==> config.mk <==
export PLATFORM = sky130hd
export DESIGN_NAME = mem_arbiter
export DESIGN_NICKNAME = d
export VERILOG_FILES = /design/src/rtl/mem_arb_pkg.sv /design/src/rtl/arb_wait_cnt.sv /design/src/rtl/mem_arbiter.sv
export SDC_FILE = /design/constraint.sdc
export NUM_CORES = 1
export LEC_CHECK = 0
export CAP_MARGIN = 10
export CELL_PAD_IN_SITES_DETAIL_PLACEMENT = 1
export CELL_PAD_IN_SITES_GLOBAL_PLACEMENT = 1
export CORE_ASPECT_RATIO = 0.5
export CORE_MARGIN = 1
export CORE_UTILIZATION = 32
export DETAILED_ROUTE_END_ITERATION = 6
export PLACE_DENSITY_LB_ADDON = 0.1
export SLEW_MARGIN = 20
export SYNTH_ARGS = -nofsm -noshare
export SYNTH_HDL_FRONTEND = slang
export SYNTH_HIERARCHICAL = 1
export SYNTH_SLANG_ARGS = --single-unit
==> constraint.sdc <==
create_clock -name clk -period 3.16 [get_ports clk]
set_input_delay 0.79 -clock clk [delete_from_list [all_inputs] [get_ports clk]]
set_output_delay 0.79 -clock clk [all_outputs]
set_load 0.02 [all_outputs]
==> src/rtl/mem_arb_pkg.sv <==
// Shared types and defaults for the memory arbiter.
//   state_t : arbiter FSM states
//   port_t  : which requester an access belongs to (FETCH / DATA)
//   DATA_W_DEF, TIMEOUT_DEF : default parameter values
package mem_arb_pkg;

  localparam int DATA_W_DEF  = 16;
  localparam int TIMEOUT_DEF = 16;

  typedef enum logic [1:0] {
    IDLE   = 2'd0,
    IFETCH = 2'd1,
    DACC   = 2'd2,
    TURN   = 2'd3
  } state_t;

  typedef enum logic {
    FETCH = 1'b0,
    DATA  = 1'b1
  } port_t;

endpackage

==> src/rtl/arb_wait_cnt.sv <==
// Clearable wait counter used to bound how long an access waits for memory.
//   clk, rst : clock, synchronous active-high reset
//   clr      : clear the count (asserted at grant)
//   inc      : advance the count by one
//   tc       : terminal count, high while the count equals TIMEOUT-1
import mem_arb_pkg::*;

module arb_wait_cnt #(
  parameter int TIMEOUT = TIMEOUT_DEF
) (
  input  logic clk,
  input  logic rst,
  input  logic clr,
  input  logic inc,
  output logic tc
);

  localparam int CW = $clog2(TIMEOUT + 1);

  logic [CW-1:0] count_reg;

  always_ff @(posedge clk) begin
    if (rst) begin
      count_reg <= '0;
    end else if (clr) begin
      count_reg <= '0;
    end else if (inc) begin
      count_reg <= count_reg + 1'b1;
    end
  end

  assign tc = (count_reg == CW'(TIMEOUT - 1));

endmodule

==> src/rtl/mem_arbiter.sv <==
// Arbitrates an instruction-fetch port and a data port onto one memory.
//   if_req/if_addr -> if_rdata/if_done      : fetch requester
//   d_req/d_wr/d_addr/d_wdata -> d_rdata/d_done : data requester
//   mem_en/mem_wr/mem_addr/mem_wdata, mem_rdata/mem_valid : memory side
//   stall : pipeline freeze while any request is outstanding
//   err   : sticky flag, set when an access is ended by the timeout
// Each access is: grant (IDLE), one or more memory cycles (IFETCH/DACC),
// then a single TURN cycle carrying the done pulse.
import mem_arb_pkg::*;

module mem_arbiter #(
  parameter int TIMEOUT = TIMEOUT_DEF,
  parameter int DATA_W  = DATA_W_DEF
) (
  input  logic              clk,
  input  logic              rst,
  input  logic              if_req,
  input  logic [DATA_W-1:0] if_addr,
  output logic [DATA_W-1:0] if_rdata,
  output logic              if_done,
  input  logic              d_req,
  input  logic              d_wr,
  input  logic [DATA_W-1:0] d_addr,
  input  logic [DATA_W-1:0] d_wdata,
  output logic [DATA_W-1:0] d_rdata,
  output logic              d_done,
  output logic              mem_en,
  output logic              mem_wr,
  output logic [DATA_W-1:0] mem_addr,
  output logic [DATA_W-1:0] mem_wdata,
  input  logic [DATA_W-1:0] mem_rdata,
  input  logic              mem_valid,
  output logic              stall,
  output logic              err
);

  state_t            state_reg;
  port_t             last_srv_reg;
  logic [DATA_W-1:0] addr_reg;
  logic              wr_reg;
  logic [DATA_W-1:0] wdata_reg;
  logic [DATA_W-1:0] if_rdata_reg;
  logic [DATA_W-1:0] d_rdata_reg;
  logic              if_done_reg;
  logic              d_done_reg;
  logic              err_reg;

  logic busy;
  logic grant;
  logic tc;

  assign busy  = (state_reg == IFETCH) || (state_reg == DACC);
  assign grant = (state_reg == IDLE) && (if_req || d_req);

  // Counter stops at terminal count; the access ends that same cycle anyway.
  arb_wait_cnt #(
    .TIMEOUT(TIMEOUT)
  ) u_wait_cnt (
    .clk(clk),
    .rst(rst),
    .clr(grant),
    .inc(busy && !mem_valid && !tc),
    .tc (tc)
  );

  always_ff @(posedge clk) begin
    if (rst) begin
      state_reg    <= IDLE;
      last_srv_reg <= FETCH;
      addr_reg     <= '0;
      wr_reg       <= 1'b0;
      wdata_reg    <= '0;
      if_rdata_reg <= '0;
      d_rdata_reg  <= '0;
      if_done_reg  <= 1'b0;
      d_done_reg   <= 1'b0;
      err_reg      <= 1'b0;
    end else begin
      if_done_reg <= 1'b0;
      d_done_reg  <= 1'b0;
      case (state_reg)
        IDLE: begin
          // On contention the port not served last wins.
          if (d_req && (!if_req || last_srv_reg == FETCH)) begin
            state_reg <= DACC;
            addr_reg  <= d_addr;
            wr_reg    <= d_wr;
            wdata_reg <= d_wdata;
          end else if (if_req) begin
            state_reg <= IFETCH;
            addr_reg  <= if_addr;
            wr_reg    <= 1'b0;
            wdata_reg <= '0;
          end
        end
        IFETCH: begin
          // mem_valid takes priority over a coincident timeout.
          if (mem_valid || tc) begin
            if_rdata_reg <= mem_valid ? mem_rdata : '0;
            if_done_reg  <= 1'b1;
            last_srv_reg <= FETCH;
            state_reg    <= TURN;
            if (!mem_valid) err_reg <= 1'b1;
          end
        end
        DACC: begin
          if (mem_valid || tc) begin
            if (!wr_reg) d_rdata_reg <= mem_valid ? mem_rdata : '0;
            d_done_reg   <= 1'b1;
            last_srv_reg <= DATA;
            state_reg    <= TURN;
            if (!mem_valid) err_reg <= 1'b1;
          end
        end
        TURN: begin
          state_reg <= IDLE;
        end
        default: begin
          state_reg <= IDLE;
        end
      endcase
    end
  end

  assign mem_en    = busy;
  assign mem_wr    = busy && wr_reg;
  assign mem_addr  = addr_reg;
  assign mem_wdata = wdata_reg;

  assign if_rdata = if_rdata_reg;
  assign d_rdata  = d_rdata_reg;
  assign if_done  = if_done_reg;
  assign d_done   = d_done_reg;
  assign err      = err_reg;

  assign stall = (if_req && !if_done_reg) || (d_req && !d_done_reg);

endmodule
==> impl_metrics.tcl <==
set metrics [dict create \
    status "complete, but fails checks" \
    violations "DRC" \
    skew_ps 9.660 \
    place_hpwl_um 7097 \
    cts_buffers 9 \
    port_buffers 139 \
    synth.top_cell.area_share 0.4823 \
    synth_top_area_cell "dfxtp_1" \
    period_share 0.9156 \
    htreeDepth 3 \
    cp_cell_sequence "clkdlybuf4s50_1 > inv_1 > o22ai_1 > clkdlybuf4s50_1" \
    p_sw_frac 0.3528 \
    synth_area_leaders "dfxtp_1 48%, a32oi_1 9.2%, nor2_1 6.7%" \
    hold_end "d_rdata[6]$_SDFFE_PP0P_" \
    netlist_area_sq_um 3154 \
    clock-sinks 76 \
    p_sw_uw 1316 \
    synthAdderAreaFrac 0.02777 \
    final_common_cell "clkdlybuf4s50_1" \
    ff2ff_setup_slack_ps 950 \
    crit_path_max_incr_delay_ps 630 \
    final_cell_mix "138 x clkdlybuf4s50_1, 76 x dfxtp_1, 55 x nor2_1" \
    synthMuxAreaShare 0.01428 \
    grt_first_pass_wirelength_um 16230 \
    synth_compound_area_frac 0.2495 \
    register_area_sq_um 1521 \
    postCtsSetupRepairBufs 0 \
    cap_violations 0 \
    holdPathStages 2 \
    power_uw 3732 \
    cp_num_buf_inv 3 \
    end_kind "primary output" \
    relSlewSlack 0.4646 \
    timing.hold.worst.start "d_rdata[6]$_SDFFE_PP0P_" \
    r2r-end "state_reg[0]$_SDFFE_PP0P_" \
    avgSynthCellArea_sq_um 9.196 \
    grt.total_usage 0.2039 \
    path_depth 4 \
    layout-drive-gt1-share 0.07966 \
    grt_pass1_vias 3108 \
    yosys.area_share.simple 0.1610 \
    ys_ff_latch 76 \
    final_max_slew_viol_count 0 \
    fin_ws_ps 266.6 \
    clockBufferDepth 2 \
    die_area_sq_um 10280 \
    critPathTopFamily "buffers and inverters" \
    p_per_area_nw_per_um2 754.8 \
    start_util 0.3317 \
    clk_pin_slew_ps 60 \
    syn-num-nets 420 \
    critical_path_class "input pin to primary output" \
    p_leak_uw 0.001787 \
    clockRootBuffer "clkbuf_16" \
    cp_max_fo 2 \
    pre_cts_ws_ps 279.4 \
    grt-ovfl-total 0 \
    wl_um 10290 \
    synth_cell_type_count 41 \
    critical-path-top-cell-by-count "clkdlybuf4s50_1" \
    routabilityCongestion 0.7527 \
    ys.flop_type "dfxtp_1" \
    synth_top_family_by_area "compound AO/OA/AOI/OAI gates" \
    num-fill-cells 1074 \
    p_clk_frac 0.283 \
    synth_edf_count 0 \
    fp.coreArea_sq_um 9509 \
    rows 25 \
    pin_count 140 \
    vias 3121 \
    yosys_warnings 6 \
    comb_power_share 0.384 \
    syn_inst 343 \
    cpMaxStageDelayCell "clkdlybuf4s50_1" \
    rr_startpoint "u_wait_cnt/count_reg[0]$_SDFFE_PP0P_" \
    nNetsFinal 549 \
    hold_viol 0 \
    multi_input_area_sq_um 1443 \
    intPower_uw 2415 \
    hold_ws_ps 476.3 \
    tns_ps 0 \
    clock_latency_ps 330 \
    ir_worst_vdd_mv 0.2847 \
    antenna_found_initial 0 \
    setup_viol 0 \
    dieWidth_um 142.4 \
    drt_pre_antenna_iters 6 \
    holdCritPathClass "register to register" \
    ant_nets 0 \
    drt_iter0_drc 73 \
    rsz0062_at_grt "no" \
    cts_tree "done" \
    ctsHoldBuffers 0 \
    drc 2 \
    period_minus_slack_ps 2893 \
    cp_data_required_time_ps 2370 \
    seqPwrFrac 0.334 \
    cp-start-kind "input pin" \
    critPathArrivalTime_ps 2100 \
    chipHeight_um 72.21 \
    fmax_mhz 345.6 \
    viasPerCell 5.100 \
    r2r.worst_path.cells 6 \
    post-route-util 0.5199 \
    diodes 0 \
    grt_max_degree 34 \
    ys_seq_area_frac 0.4823 \
    routedWlPerCell_um 16.81 \
    synthArstFlopShare 0 \
    area_delta_synth_final_pct 56.72 \
    synthXorXnorAreaFrac 0.002777 \
    worstMarginPinSlew_ps 803.0 \
    cts_resized 0 \
]
## layout make-up
cell class,instances,area share
clock buffer,11,0.05113
clock inverter,5,0.01190
inverter,8,0.006074
multi-input combinational,227,0.2918
sequential,76,0.3078
tap,135,0.03417
timing repair buffer,150,0.2971
## power by group through the flow
| stage | clock, uW | combinational [uW] | sequential [uW] |
|---|---|---|---|
| global route | 1120 | 1550 | 1270 |
| detailed placement | 0 | 1430 | 1270 |
| finish | 1050 | 1430 | 1250 |
| global placement | 0 | 1380 | 1250 |
| CTS | 1080 | 1440 | 1250 |
| floorplan | 0 | 640 | 1450 |
## worst max path at each step
| stage | startpoint | endpoint | slack [ps] |
|---|---|---|---|
| detailed placement | if_req | stall | 280 |
| finish | if_req | stall | 270 |
| CTS | if_req | stall | 260 |
| global route | state_reg[0]$_SDFFE_PP0P_ | mem_wr | 180 |
| floorplan | mem_valid | u_wait_cnt/count_reg[3]$_SDFFE_PP0P_ | 1170 |
| global placement | if_req | stall | 280 |
## synth_stat cells (2+ instances only)
| cell | number |
|---|---|
| dfxtp_1 | 76 |
| nor2_1 | 56 |
| a21oi_1 | 34 |
| a32oi_1 | 33 |
| clkbuf_1 | 17 |
| o21ai_0 | 17 |
| nand2_1 | 16 |
| nand4b_1 | 16 |
| a211oi_1 | 15 |
| buf_2 | 7 |
| ha_1 | 7 |
| inv_1 | 7 |
| buf_4 | 4 |
| buf_6 | 3 |
| mux2i_1 | 3 |
| nor3b_1 | 3 |
| a211oi_2 | 2 |
| a31oi_1 | 2 |
| nand2b_1 | 2 |
| nor3_1 | 2 |
## tightest hold or removal path: stages (launching register included)
cell and delay [ps]:
dfxtp_1 300, o21ai_0 60, a21oi_1 60
## metal layers
layer	vias up	wire length, um	GRT usage
met1	1509	4508	0.2345
met3	6	608	0.06139
met2	90	5105	0.3742
met4	0	64	0.05018
met5	-	0	0
li1	1516	-	-
## kinds of logic after synthesis
group           after synthesis
compound gates              113
xor+xnor                      1
fa+ha+maj                     7
buf+inv                      40
flops                        76
mux                           4
simple gates                102
## metrics by stage
stage / cell area [sq um] / std cells
3_3_place_gp: 4626 / 596
6_report: 4943 / 612
3_5_place_dp: 4629 / 596
4_1_cts: 4941 / 612
5_1_grt: 4943 / 612
2_1_floorplan: 3154 / 343
Power figures use the tool's default switching activity.
